**src/rtl/bp_me_pkg.sv**
```systemverilog
//------------------------------------------------------------------------------
// Module   : bp_me_pkg
// Brief    : Shared memory-endpoint types: BedRock uncached mem message,
//            cfg-bus local address layout, LCE/CCE modes, cfg address map
//            and the cfg endpoint decode target.
// Revision : 1.0 - initial release
//------------------------------------------------------------------------------
`default_nettype none

package bp_me_pkg;

  // Processor configurations known to this slice
  typedef enum logic [0:0] {
    e_bp_default_cfg = 1'b0
  } bp_params_e;

  localparam int paddr_width_gp     = 40;
  localparam int tile_id_width_gp   = 6;
  localparam int cfg_dev_width_gp   = 4;
  localparam int cfg_addr_width_gp  = 20;
  localparam int nonlocal_width_gp  = paddr_width_gp - tile_id_width_gp
                                      - cfg_dev_width_gp - cfg_addr_width_gp;
  localparam int payload_width_gp   = 16;
  localparam int data_width_gp      = 64;

  // cfg device id and cfg-space address map
  localparam logic [cfg_dev_width_gp-1:0]  cfg_dev_gp                 = 4'h2;
  localparam logic [cfg_addr_width_gp-1:0] cfg_reg_freeze_gp          = 20'h00008;
  localparam logic [cfg_addr_width_gp-1:0] cfg_reg_icache_mode_gp     = 20'h00010;
  localparam logic [cfg_addr_width_gp-1:0] cfg_reg_dcache_mode_gp     = 20'h00018;
  localparam logic [cfg_addr_width_gp-1:0] cfg_reg_cce_mode_gp        = 20'h00020;
  localparam logic [cfg_addr_width_gp-1:0] cfg_reg_hio_mask_gp        = 20'h00028;
  localparam logic [cfg_addr_width_gp-1:0] cfg_reg_scratch_gp         = 20'h00030;
  localparam logic [cfg_addr_width_gp-1:0] cfg_mem_base_cce_ucode_gp  = 20'h08000;

  typedef enum logic [3:0] {
    e_bedrock_mem_rd    = 4'd0,
    e_bedrock_mem_wr    = 4'd1,
    e_bedrock_mem_uc_rd = 4'd2,
    e_bedrock_mem_uc_wr = 4'd3,
    e_bedrock_mem_pre   = 4'd4,
    e_bedrock_mem_amo   = 4'd5
  } bp_bedrock_mem_type_e;

  typedef enum logic [1:0] {
    e_lce_mode_uncached = 2'd0,
    e_lce_mode_normal   = 2'd1,
    e_lce_mode_nonspec  = 2'd2
  } bp_lce_mode_e;

  typedef enum logic [0:0] {
    e_cce_mode_uncached = 1'b0,
    e_cce_mode_normal   = 1'b1
  } bp_cce_mode_e;

  typedef struct packed {
    logic [payload_width_gp-1:0] payload;
    logic [2:0]                  size;
    logic [paddr_width_gp-1:0]   addr;
    bp_bedrock_mem_type_e        msg_type;
  } bp_bedrock_cce_mem_header_s;

  typedef struct packed {
    logic [data_width_gp-1:0]   data;
    bp_bedrock_cce_mem_header_s header;
  } bp_bedrock_cce_mem_msg_s;

  localparam int cce_mem_msg_width_gp = $bits(bp_bedrock_cce_mem_msg_s);

  // Physical address as seen on the cfg bus
  typedef struct packed {
    logic [nonlocal_width_gp-1:0] nonlocal;
    logic [tile_id_width_gp-1:0]  tile;
    logic [cfg_dev_width_gp-1:0]  dev;
    logic [cfg_addr_width_gp-1:0] addr;
  } bp_local_addr_s;

  typedef enum logic [2:0] {
    REG_FREEZE  = 3'd0,
    REG_ICACHE  = 3'd1,
    REG_DCACHE  = 3'd2,
    REG_CCE     = 3'd3,
    REG_HIO     = 3'd4,
    REG_SCRATCH = 3'd5,
    UCODE       = 3'd6,
    UNMAPPED    = 3'd7
  } bp_cfg_ep_target_e;

  // Physical address width for a processor configuration
  function automatic int cfg_paddr_width(input bp_params_e cfg);
    case (cfg)
      e_bp_default_cfg: return paddr_width_gp;
      default:          return paddr_width_gp;
    endcase
  endfunction

endpackage

`default_nettype wire

```
**src/rtl/bp_me_cfg_addr_decode.sv**
```systemverilog
//------------------------------------------------------------------------------
// Module   : bp_me_cfg_addr_decode
// Brief    : Combinational cfg address decode: local address + tile id ->
//            endpoint target and CCE ucode RAM index.
//            BP_CFG_EP_SCRATCH_EN maps the scratch register; otherwise its
//            address decodes as UNMAPPED.
// Revision : 1.0 - initial release
//------------------------------------------------------------------------------
`default_nettype none

module bp_me_cfg_addr_decode
  import bp_me_pkg::*;
#(
  parameter int paddr_width_p         = paddr_width_gp,
  parameter int inst_ram_addr_width_p = 8
) (
  input  logic [paddr_width_p-1:0]         addr_i,
  input  logic [tile_id_width_gp-1:0]      tile_id_i,
  output bp_cfg_ep_target_e                target_o,
  output logic [inst_ram_addr_width_p-1:0] ucode_addr_o
);

  bp_local_addr_s w_local;
  logic           w_hit;

  assign w_local      = addr_i;
  assign w_hit        = (w_local.nonlocal == '0)
                      & (w_local.tile == tile_id_i)
                      & (w_local.dev == cfg_dev_gp);
  // ucode entries are 64-bit, so the index starts at byte-address bit 3
  assign ucode_addr_o = w_local.addr[3+:inst_ram_addr_width_p];

  // Anything that misses this tile/device, or hits a hole, is UNMAPPED
  always_comb begin
    target_o = UNMAPPED;
    if (w_hit) begin
      if (w_local.addr >= cfg_mem_base_cce_ucode_gp) begin
        target_o = UCODE;
      end else begin
        case (w_local.addr)
          cfg_reg_freeze_gp:      target_o = REG_FREEZE;
          cfg_reg_icache_mode_gp: target_o = REG_ICACHE;
          cfg_reg_dcache_mode_gp: target_o = REG_DCACHE;
          cfg_reg_cce_mode_gp:    target_o = REG_CCE;
          cfg_reg_hio_mask_gp:    target_o = REG_HIO;
`ifdef BP_CFG_EP_SCRATCH_EN
          cfg_reg_scratch_gp:     target_o = REG_SCRATCH;
`endif
          default:                target_o = UNMAPPED;
        endcase
      end
    end
  end

endmodule

`default_nettype wire

```
**src/rtl/bp_me_cfg_endpoint.sv**
```systemverilog
//------------------------------------------------------------------------------
// Module   : bp_me_cfg_endpoint
// Brief    : Tile-side cfg endpoint. Accepts one uncached mem command at a
//            time, updates/reads the freeze, cache mode, CCE mode and HIO
//            mask registers or the CCE ucode RAM, and returns exactly one
//            response per command (the loader's credit).
//            BP_CFG_EP_SCRATCH_EN adds a 64-bit R/W scratch register.
// Revision : 1.0 - initial release
//------------------------------------------------------------------------------
`default_nettype none

module bp_me_cfg_endpoint
  import bp_me_pkg::*;
#(
  parameter bp_params_e  bp_params_p           = e_bp_default_cfg,
  parameter int          inst_ram_addr_width_p = 8,
  parameter logic        freeze_reset_p        = 1'b1,
  parameter logic [63:0] hio_mask_reset_p      = 64'h0
) (
  input  logic                             clk_i,
  input  logic                             reset_n_i,
  input  logic [tile_id_width_gp-1:0]      tile_id_i,
  input  logic [cce_mem_msg_width_gp-1:0]  io_cmd_i,
  input  logic                             io_cmd_v_i,
  output logic                             io_cmd_ready_o,
  output logic [cce_mem_msg_width_gp-1:0]  io_resp_o,
  output logic                             io_resp_v_o,
  input  logic                             io_resp_yumi_i,
  output logic                             freeze_o,
  output bp_lce_mode_e                     icache_mode_o,
  output bp_lce_mode_e                     dcache_mode_o,
  output bp_cce_mode_e                     cce_mode_o,
  output logic [63:0]                      hio_mask_o,
  output logic                             ucode_v_o,
  output logic                             ucode_w_o,
  output logic [inst_ram_addr_width_p-1:0] ucode_addr_o,
  output logic [63:0]                      ucode_data_o,
  input  logic [63:0]                      ucode_data_i
);

  localparam int c_paddr_width = cfg_paddr_width(bp_params_p);

  typedef enum logic [1:0] {
    e_ready    = 2'd0,
    e_ucode_rd = 2'd1,
    e_resp     = 2'd2
  } state_e;

  state_e                  r_state;
  logic                    r_resp_v;
  bp_bedrock_cce_mem_msg_s r_resp;
  bp_bedrock_cce_mem_msg_s w_cmd;
  bp_cfg_ep_target_e       w_target;
  logic                    w_accept;
  logic                    w_is_rd;
  logic                    w_is_wr;
  logic [63:0]             w_rd_data;

  logic                    r_freeze;
  bp_lce_mode_e            r_icache_mode;
  bp_lce_mode_e            r_dcache_mode;
  bp_cce_mode_e            r_cce_mode;
  logic [63:0]             r_hio_mask;
`ifdef BP_CFG_EP_SCRATCH_EN
  logic [63:0]             r_scratch;
`endif

  assign w_cmd          = io_cmd_i;
  assign io_cmd_ready_o = (r_state == e_ready);
  assign w_accept       = io_cmd_v_i & io_cmd_ready_o;
  assign w_is_rd        = (w_cmd.header.msg_type == e_bedrock_mem_uc_rd);
  assign w_is_wr        = (w_cmd.header.msg_type == e_bedrock_mem_uc_wr);

  bp_me_cfg_addr_decode #(
    .paddr_width_p         (c_paddr_width),
    .inst_ram_addr_width_p (inst_ram_addr_width_p)
  ) u_decode (
    .addr_i       (w_cmd.header.addr),
    .tile_id_i    (tile_id_i),
    .target_o     (w_target),
    .ucode_addr_o (ucode_addr_o)
  );

  // The ucode RAM is strobed directly in the accept cycle
  assign ucode_v_o    = w_accept & (w_target == UCODE) & (w_is_rd | w_is_wr);
  assign ucode_w_o    = w_accept & (w_target == UCODE) & w_is_wr;
  assign ucode_data_o = w_cmd.data;

  // Current value of the addressed register, zero-extended; holes read 0
  always_comb begin
    w_rd_data = '0;
    case (w_target)
      REG_FREEZE:  w_rd_data = {63'b0, r_freeze};
      REG_ICACHE:  w_rd_data = 64'(r_icache_mode);
      REG_DCACHE:  w_rd_data = 64'(r_dcache_mode);
      REG_CCE:     w_rd_data = 64'(r_cce_mode);
      REG_HIO:     w_rd_data = r_hio_mask;
`ifdef BP_CFG_EP_SCRATCH_EN
      REG_SCRATCH: w_rd_data = r_scratch;
`endif
      default:     w_rd_data = '0;
    endcase
  end

  // Config registers update on the accept edge of a decoded uc_wr
  always_ff @(posedge clk_i or negedge reset_n_i) begin
    if (!reset_n_i) begin
      r_freeze      <= freeze_reset_p;
      r_icache_mode <= e_lce_mode_uncached;
      r_dcache_mode <= e_lce_mode_uncached;
      r_cce_mode    <= e_cce_mode_uncached;
      r_hio_mask    <= hio_mask_reset_p;
`ifdef BP_CFG_EP_SCRATCH_EN
      r_scratch     <= '0;
`endif
    end else if (w_accept && w_is_wr) begin
      case (w_target)
        REG_FREEZE:  r_freeze      <= w_cmd.data[0];
        REG_ICACHE:  r_icache_mode <= bp_lce_mode_e'(w_cmd.data[$bits(bp_lce_mode_e)-1:0]);
        REG_DCACHE:  r_dcache_mode <= bp_lce_mode_e'(w_cmd.data[$bits(bp_lce_mode_e)-1:0]);
        REG_CCE:     r_cce_mode    <= bp_cce_mode_e'(w_cmd.data[$bits(bp_cce_mode_e)-1:0]);
        REG_HIO:     r_hio_mask    <= w_cmd.data;
`ifdef BP_CFG_EP_SCRATCH_EN
        REG_SCRATCH: r_scratch     <= w_cmd.data;
`endif
        default:     ;
      endcase
    end
  end

  // One command in flight: accept, optionally wait for ucode data, then hold the response until taken
  always_ff @(posedge clk_i or negedge reset_n_i) begin
    if (!reset_n_i) begin
      r_state  <= e_ready;
      r_resp_v <= 1'b0;
      r_resp   <= '0;
    end else begin
      case (r_state)
        e_ready: begin
          if (w_accept) begin
            r_resp.header <= w_cmd.header;
            r_resp.data   <= w_is_rd ? w_rd_data : '0;
            if (w_is_rd && (w_target == UCODE)) begin
              r_state <= e_ucode_rd;
            end else begin
              r_state  <= e_resp;
              r_resp_v <= 1'b1;
            end
          end
        end
        e_ucode_rd: begin
          r_resp.data <= ucode_data_i;
          r_state     <= e_resp;
          r_resp_v    <= 1'b1;
        end
        e_resp: begin
          if (io_resp_yumi_i) begin
            r_state  <= e_ready;
            r_resp_v <= 1'b0;
          end
        end
        default: begin
          r_state  <= e_ready;
          r_resp_v <= 1'b0;
        end
      endcase
    end
  end

  assign io_resp_o     = r_resp;
  assign io_resp_v_o   = r_resp_v;
  assign freeze_o      = r_freeze;
  assign icache_mode_o = r_icache_mode;
  assign dcache_mode_o = r_dcache_mode;
  assign cce_mode_o    = r_cce_mode;
  assign hio_mask_o    = r_hio_mask;

`ifndef SYNTHESIS
  // A consumer may only take a response that is being offered
  yumi_without_valid_a : assert property (
    @(posedge clk_i) disable iff (!reset_n_i) io_resp_yumi_i |-> io_resp_v_o
  );
`endif

endmodule

`default_nettype wire
```
**config.mk**
```make
export PLATFORM = sky130hd
export DESIGN_NAME = bp_me_cfg_endpoint
export DESIGN_NICKNAME = d
export VERILOG_FILES = /design/src/rtl/bp_me_pkg.sv /design/src/rtl/bp_me_cfg_addr_decode.sv /design/src/rtl/bp_me_cfg_endpoint.sv
export SDC_FILE = /design/constraint.sdc
export NUM_CORES = 1
export LEC_CHECK = 0
export BUFFER_PORTS_ARGS = -buffer_cell sky130_fd_sc_hd__clkbuf_2
export CAP_MARGIN = 20
export CELL_PAD_IN_SITES_DETAIL_PLACEMENT = 0
export CELL_PAD_IN_SITES_GLOBAL_PLACEMENT = 2
export CORE_MARGIN = 5
export CORE_UTILIZATION = 23
export CTS_CLUSTER_DIAMETER = 120
export CTS_CLUSTER_SIZE = 16
export DETAILED_ROUTE_END_ITERATION = 7
export GPL_TIMING_DRIVEN = 0
export PLACE_DENSITY = 0.74
export SYNTH_ARGS = -nofsm -noshare
export SYNTH_HDL_FRONTEND = slang
export SYNTH_SLANG_ARGS = --single-unit
```
**constraint.sdc**
```tcl
create_clock -name clk_i -period 6.1 [get_ports clk_i]
set_input_delay 1.22 -clock clk_i [delete_from_list [all_inputs] [get_ports clk_i]]
set_output_delay 1.22 -clock clk_i [all_outputs]
set_load 0.02 [all_outputs]
```
==> results of run 1 <==
## power groups by stage
| stage | registers [mW] | clock network (mW) | logic (mW) |
|---|---|---|---|
| floorplan | 1.59 | 0 | 0.186 |
| global placement | 1.48 | 0 | 0.583 |
| detailed placement | 1.49 | 0 | 0.587 |
| CTS | 1.46 | 1.32 | 0.589 |
| global route | 1.47 | 1.36 | 0.627 |
| finish | 1.46 | 1.27 | 0.575 |
## cells by family after synthesis
family / synth area share
xor gates and xnor gates: 0.005848
and+or+nand+nor: 0.1647
buffers and inverters: 0.09078
muxes: 0.1163
AOI/OAI and AO/OA: 0.06530
DFF: 0.5571
## how the worst max path moves through the flow
stage / cells after the start / start / end / slack (ns)
after floorplan: 5 / io_cmd_i[39] / ucode_v_o / 2.29
after global placement: 1 / reset_n_i / hio_mask_o[49] / -0.45
after detailed placement: 7 / io_cmd_i[35] / ucode_v_o / 1.60
after CTS: 7 / io_cmd_i[35] / ucode_v_o / 1.60
after global routing: 7 / io_cmd_i[35] / ucode_v_o / 1.46
final: 7 / io_cmd_i[35] / ucode_v_o / 1.64
## area by class of cell
class                   count  area (um^2)  area share
multi-input cells         523         3173      0.2497
clock inverters             9        160.2     0.01260
well taps                 518        648.1     0.05101
plain buffers             115        808.3     0.06361
flip-flops and latches    200         5006      0.3940
inverters                   2        7.507   0.0005908
clock buffers              23        488.0     0.03840
repair buffers            475         2415      0.1901
## sequential cells by signal, indices dropped and copies added (netlist names)
name,flops
cce_mode_o,1
dcache_mode_o,2
freeze_o,1
hio_mask_o,64
icache_mode_o,2
io_resp_o,127
io_resp_v_o,1
r_state,2
## critical path, delay by kind of cell
kind,cells,cell delay [ns]
buffers and inverters,2,0.31
AND/OR/NAND/NOR,5,1.70
## layout by cell type (no fill, tap or decap), types with 3 or more instances in the layout
cell type	count
a22oi_1	65
buf_12	6
buf_4	72
bufinv_16	4
clkbuf_1	37
clkbuf_16	17
clkbuf_2	472
clkbuf_8	5
dfrtp_1	199
inv_6	3
mux2_2	11
mux2_4	60
nand2_1	318
nand3_1	4
nand4_1	4
nor2_1	8
nor3_1	9
nor4_1	5
o21ai_0	5
xnor2_1	6
## stage by stage
stage / total power, mW / area [um^2] / worst slack (ns)
floorplan: 1.778 / 8986 / 2.294
global placement: 2.067 / 12000 / -0.4497
detailed placement: 2.073 / 12060 / 1.605
CTS: 3.368 / 12710 / 1.603
global route: 3.457 / 12710 / 1.462
finish: 3.300 / 12710 / 1.639
## routing by layer
layer,vias up,track usage,routed length (um)
li1,3718,-,-
met1,3767,0.1930,14730
met2,269,0.2679,17280
met3,23,0.04005,2101
met4,0,0.04236,519
met5,-,0,0
==> impl_metrics.json, run 1 <==
{
  "hold_depth": 2,
  "post_cts_resized": 0,
  "hold_start": "io_resp_o[58]",
  "rsz0062_at_grt": "no",
  "period_needed_ns": 4.461,
  "hold_class": "flip-flop to flip-flop",
  "fp.dieH_um": 207.7,
  "r2r-start": "r_state[1]",
  "finalSetupTns_ns": 0,
  "drc": 0,
  "final_cells": 1865,
  "synth_area_leader_cell": "dfrtp_1",
  "drtIter0Drc": 351,
  "drt-total-wl_um": 34630,
  "clk_latency_ns": 0.45,
  "cp_slowest_cell": "nor3_1",
  "status": "completed",
  "ff2ff_path_depth": 9,
  "post-route-util": 0.3288,
  "antenna_found_initial": 0,
  "power_frac_clock": 0.384,
  "cp-start-kind": "primary input",
  "cts_setup_buffers": 0,
  "drt-pass1-iter-count": 6,
  "io_buffer_count": 473,
  "cts-hold-fix-buffers": 0,
  "p_int_mw": 2.348,
  "avgSynthCellArea_um2": 10.70,
  "crit_chain": "clkbuf_2 > nor4_1 > nand4_1 > nor3_1 > nand2_1 > nor3_1 > clkbuf_2",
  "areaGrowthSynthToFinish_pct": 41.39,
  "worst_pin_slew_ns": 0.9501,
  "max_freq_mhz": 224.1,
  "ys_top_cells_by_area": "dfrtp_1 (55%), nand2_1 (13%), mux2_4 (10%), buf_4 (6.0%), a22oi_1 (5.4%)",
  "reg2reg_slack_ns": 3.23,
  "synth_nets": 1041,
  "dieWidth_um": 207.7,
  "overflow": 0,
  "cts_buffer_depth": 2,
  "p_sw_mw": 0.9520,
  "cp_data_arrival_time_ns": 3.24,
  "initial_core_util": 0.2325,
  "r2r_end": "io_resp_o[126]",
  "die_area_um2": 43120,
  "period_share": 0.7314,
  "fill_cells": 4063,
  "finClkSkew_ns": 0.009849,
  "routedWlPerCell_um": 18.57,
  "crit_path_end_kind": "output port",
  "min_delay_worst_endpoint": "io_resp_o[58]",
  "drtAntennaViolNets": 0,
  "worst-path-max-fanout": 4,
  "slew_viol_final": 0,
  "cts-root-buf": "clkbuf_16",
  "leakage_nw": 7.130,
  "holdWs_ns": 0.4734,
  "cap_violations": 0,
  "yosysMostFrequentCell": "nand2_1",
  "setup_viol": 0,
  "numCtsBuffers": 17,
  "ys_seq_area_frac": 0.5571,
  "clkSlewWorstSetupHoldPaths_ns": 0.07,
  "async_reset_ff_frac": 1.000,
  "grt_usage": 0.1551,
  "hpwl_um": 27460,
  "dp_cells": 1833,
  "cts.sinks": 200,
  "ys_types": 41,
  "cellPowerDensity_nw_per_um2": 259.7,
  "critical_path_class": "primary input to output port",
  "sw_frac_of_total": 0.2885,
  "vias_per_cell": 4.170,
  "synth_area_um2": 8986,
  "synth-edff-count": 0,
  "required_ns": 4.88,
  "postSynthCellCount": 840,
  "netlist_top_cells_count": "nand2_1 (318), dfrtp_1 (199), buf_4 (72)",
  "num_vias": 7777,
  "finalHoldViolations": 0,
  "antenna_cells": 0,
  "htree_levels": 4,
  "grt_max_degree": 105,
  "rows": 72,
  "slew-limit-headroom": 0.3666,
  "core_area_um2": 38650,
  "max_stage_delay_ns": 0.69,
  "ys_ff_latch": 200,
  "layout-drive-gt1-share": 0.4922,
  "synthFlopType": "dfrtp_1",
  "netlist.area_leader.share": 0.5542,
  "grt_pass1_vias": 7972,
  "yosysWarnings": 0,
  "ir_worst_vdd_v": 0.0001836,
  "comb_power_share": 0.174,
  "gp_congestion": 0.8301,
  "cts_tree": "built",
  "fin_nets": 1535,
  "p_seq_frac": 0.442,
  "grt_pass1_wl_um": 51290,
  "io_pins": 474
}
(Power assumes the default switching activity.)
==> run 2: changes to the inputs <==
- PLACE_DENSITY: 0.74 -> 0.77
- clock period: 6.1 -> 3.9 ns (I/O delays scaled with it)
==> impl_metrics.json, run 2 (same netlist as run 1, synthesis figures left out) <==
{
  "required_ns": 3.12,
  "drt-pass1-iter-count": 4,
  "fp.dieH_um": 207.7,
  "grt_usage": 0.1552,
  "layout_common_cells": "clkbuf_2 (472), nand2_1 (318), dfrtp_1 (199)",
  "cts_buffer_depth": 2,
  "num_vias": 7753,
  "ir_worst_vdd_v": 0.0002750,
  "grt_pass1_vias": 8003,
  "drc": 0,
  "fill_cells": 4117,
  "worst_pin_slew_ns": 0.8732,
  "largest_reg_flops": 127,
  "core_area_um2": 38650,
  "r2r-start": "r_state[1]",
  "rsz0062_at_grt": "no",
  "die_area_um2": 43120,
  "dp_cells": 1833,
  "setup_viol": 0,
  "reg2reg_slack_ns": 0.77,
  "hold_class": "primary input to async pin",
  "worst-path-max-fanout": 4,
  "r2r_end": "io_resp_o[126]",
  "grt_pass1_wl_um": 51460,
  "layout_setup_ws_ns": 0.3680,
  "cts_setup_buffers": 0,
  "layout-drive-gt1-share": 0.4929,
  "layout_commonest_cell": "clkbuf_2",
  "initial_core_util": 0.2325,
  "post_cts_resized": 0,
  "max_freq_mhz": 283.1,
  "routedWlPerCell_um": 18.35,
  "leakage_nw": 7.104,
  "ff2ff_path_depth": 8,
  "post-route-util": 0.3281,
  "dieWidth_um": 207.7,
  "drtIter0Drc": 355,
  "io_pins": 474,
  "hpwl_um": 27380,
  "slew_viol_final": 0,
  "cts.sinks": 200,
  "cts-hold-fix-buffers": 0,
  "status": "completed",
  "period_needed_ns": 3.532,
  "place_ws_ns": -0.1079,
  "fin_nets": 1535,
  "cts_tree": "built",
  "finalSetupTns_ns": 0,
  "cp_data_arrival_time_ns": 2.75,
  "grt_max_degree": 96,
  "cellPowerDensity_nw_per_um2": 398.5,
  "io_buffer_count": 473,
  "final_cells": 1866,
  "finClkSkew_ns": 0.01103,
  "areaGrowthSynthToFinish_pct": 41.10,
  "cp-start-kind": "primary input",
  "crit_path_end_kind": "output port",
  "rows": 72,
  "cap_violations": 0,
  "htree_levels": 4,
  "antenna_found_initial": 2,
  "finalHoldViolations": 0,
  "clk_latency_ns": 0.46,
  "period_share": 0.9056,
  "drtAntennaViolNets": 0,
  "drt-total-wl_um": 34240,
  "gp_congestion": 0.8067,
  "cts-root-buf": "clkbuf_16",
  "critical_path_class": "primary input to output port",
  "overflow": 0,
  "clkSlewWorstSetupHoldPaths_ns": 0.07,
  "vias_per_cell": 4.155,
  "numCtsBuffers": 17,
  "slew-limit-headroom": 0.4178
}
[run 2: report_power, final]
part           internal (mW)  total, mW  switching (mW)  leakage (nW)
Combinational          0.315      0.898           0.584          4.13
Clock                  0.985       1.87           0.888         0.287
Sequential              2.21       2.28          0.0738          2.68
[run 2: stage by stage]
stage	area (um^2)	power [mW]	hold slack (ns)
after floorplan	8986	2.781	0.4844
after CTS	12680	5.145	0.1579
after global routing	12680	5.302	0.1583
final	12680	5.053	0.1802
after global placement	12000	3.231	0.4592
after detailed placement	12070	3.242	0.4624
[run 2: final cells by class]
class	instances	area [um^2]	area share
sequential	200	5006	0.3948
multi-input combinational	523	3173	0.2502
timing repair buffer	475	2431	0.1917
buffer	115	808.3	0.06375
tap	518	648.1	0.05111
clock buffer	19	442.9	0.03493
clock inverter	13	160.2	0.01263
inverter	2	7.507	0.0005921
antenna	1	2.502	0.0001974
[run 2: worst max-delay path, cell delays in order]
cell      delay [ns]
clkbuf_2        0.10
nor4_1          0.35
nand4_1         0.17
nor3_1          0.68
nand2_1         0.24
nor3_1          0.22
clkbuf_2        0.21
[run 2: worst max path at each step]
stage	start	cells past startpoint	to
6_report	io_cmd_i[35]	7	ucode_v_o
5_1_grt	io_cmd_i[35]	7	ucode_v_o
4_1_cts	io_cmd_i[35]	7	ucode_v_o
3_5_place_dp	io_cmd_i[35]	8	io_resp_o[126]
3_3_place_gp	reset_n_i	1	io_resp_o[113]
2_1_floorplan	io_cmd_i[39]	5	ucode_v_o
[run 2: routing by layer]
metal	wire (um)	vias up	global-route usage
met5	13	-	0
met4	529	2	0.03918
met1	14770	3743	0.1955
li1	-	3716	-
met3	2057	30	0.04700
met2	16860	262	0.2619
==> run 3: changes to the inputs <==
- CELL_PAD_IN_SITES_DETAIL_PLACEMENT: 0 -> not set
- CELL_PAD_IN_SITES_GLOBAL_PLACEMENT: 2 -> not set
- PLACE_DENSITY: 0.77 -> 0.5
==> impl_metrics.json, run 3 (same netlist as run 1, synthesis figures left out) <==
{
  "fin_nets": 1535,
  "cellPowerDensity_nw_per_um2": 397.8,
  "hpwl_um": 26300,
  "overflow": 0,
  "cts_buffer_depth": 2,
  "clkSlewWorstSetupHoldPaths_ns": 0.07,
  "finalHoldViolations": 0,
  "routedWlPerCell_um": 17.66,
  "ff2ff_path_depth": 9,
  "setup_viol": 0,
  "layout_commonest_cell": "clkbuf_2",
  "die_area_um2": 43120,
  "drt-total-wl_um": 32950,
  "crit_path_end_kind": "output port",
  "grt_pass1_wl_um": 50090,
  "post_cts_resized": 0,
  "reg2reg_slack_ns": 0.62,
  "required_ns": 3.12,
  "clk_latency_ns": 0.44,
  "antenna_found_initial": 2,
  "startpoint": "io_cmd_i[35]",
  "numCtsBuffers": 17,
  "fp.dieH_um": 207.7,
  "gp_congestion": 0.8461,
  "slew_viol_final": 0,
  "cts-root-buf": "clkbuf_16",
  "grt_usage": 0.1492,
  "layout-drive-gt1-share": 0.4911,
  "period_needed_ns": 3.595,
  "worst-path-max-fanout": 4,
  "period_share": 0.9217,
  "cts-hold-fix-buffers": 0,
  "cts_tree": "built",
  "power.total_mw": 5.033,
  "areaGrowthSynthToFinish_pct": 40.81,
  "core_area_um2": 38650,
  "largest_reg_flops": 127,
  "leakage_nw": 7.104,
  "initial_core_util": 0.2325,
  "finClkSkew_ns": 0.008616,
  "cp_data_arrival_time_ns": 2.81,
  "cts.sinks": 200,
  "grt_max_degree": 102,
  "grt_pass1_vias": 8094,
  "cts_setup_buffers": 0,
  "post_dp_cell_area_um2": 12060,
  "vias_per_cell": 4.206,
  "htree_levels": 4,
  "drtIter0Drc": 434,
  "final_area_um2": 12650,
  "cap_violations": 0,
  "drc": 0,
  "r2r-start": "r_state[1]",
  "hold_class": "primary input to async pin",
  "max_freq_mhz": 278.2,
  "r2r_end": "io_resp_o[125]",
  "slew-limit-headroom": 0.3918,
  "layout_common_cells": "clkbuf_2 (472), nand2_1 (318), dfrtp_1 (199)",
  "drt-pass1-iter-count": 6,
  "num_vias": 7849,
  "dieWidth_um": 207.7,
  "ir_worst_vdd_v": 0.0002844,
  "worst_pin_slew_ns": 0.9123,
  "fill_cells": 4070,
  "status": "completed",
  "critical_path_class": "primary input to output port",
  "cp-start-kind": "primary input",
  "rsz0062_at_grt": "no",
  "rows": 72,
  "io_pins": 474,
  "drtAntennaViolNets": 0,
  "io_buffer_count": 473,
  "cp-endpoint": "ucode_v_o"
}
## run 3: per-stage QoR
stage               utilization  hold slack, ns  TNS [ns]  cells  worst slack (ns)
floorplan                     -          0.4844         0    840            0.9737
global placement         0.3105          0.4609   -460.17   1831            -2.188
detailed placement       0.3120          0.4617  -0.01824   1833          -0.01824
CTS                      0.3273          0.4292         0   1864            0.2312
global route             0.3274          0.4646         0   1866            0.1439
finish                   0.3274          0.3908         0   1866            0.3054
## run 3: worst min path at each step
stage                  start       endpoint  slack, ns  cells after the start
2_1_floorplan      reset_n_i     cce_mode_o       0.48                      0
3_3_place_gp   io_resp_o[13]  io_resp_o[13]       0.46                      2
3_5_place_dp   io_resp_o[33]  io_resp_o[33]       0.46                      2
4_1_cts            reset_n_i  io_resp_o[85]       0.43                      1
5_1_grt            reset_n_i  io_resp_o[85]       0.46                      1
6_report           reset_n_i  io_resp_o[85]       0.39                      1
## run 3: routing by layer
layer / GRT usage / share of wire / vias to the layer above
li1: - / - / 3716
met1: 0.1841 / 0.42 / 3793
met2: 0.2526 / 0.50 / 293
met3: 0.03823 / 0.055 / 47
met4: 0.05527 / 0.025 / 0
met5: 0 / 0 / -
## run 3: worst max-delay path, stage by stage
cell and delay, ns:
clkbuf_2 0.09, nor4_1 0.37, nand4_1 0.19, nor3_1 0.69, nand2_1 0.22, nor3_1 0.26
clkbuf_2 0.22
## run 3: area by class of cell
cell class	instances	area (um^2)	share of cell area
Multi-Input combinational cell	523	3173	0.2508
Sequential cell	200	5006	0.3956
Clock buffer	21	450.4	0.03560
Clock inverter	10	140.1	0.01107
Inverter	2	7.507	0.0005933
Tap cell	518	648.1	0.05122
Buffer	115	808.3	0.06388
Timing Repair Buffer	475	2415	0.1908
Antenna cell	2	5.005	0.0003955
## run 3: where the power goes
group / internal (mW) / total (mW) / switching (mW)
sequential: 2.21 / 2.28 / 0.0753
clock: 1.03 / 1.86 / 0.830
combinational: 0.312 / 0.888 / 0.577
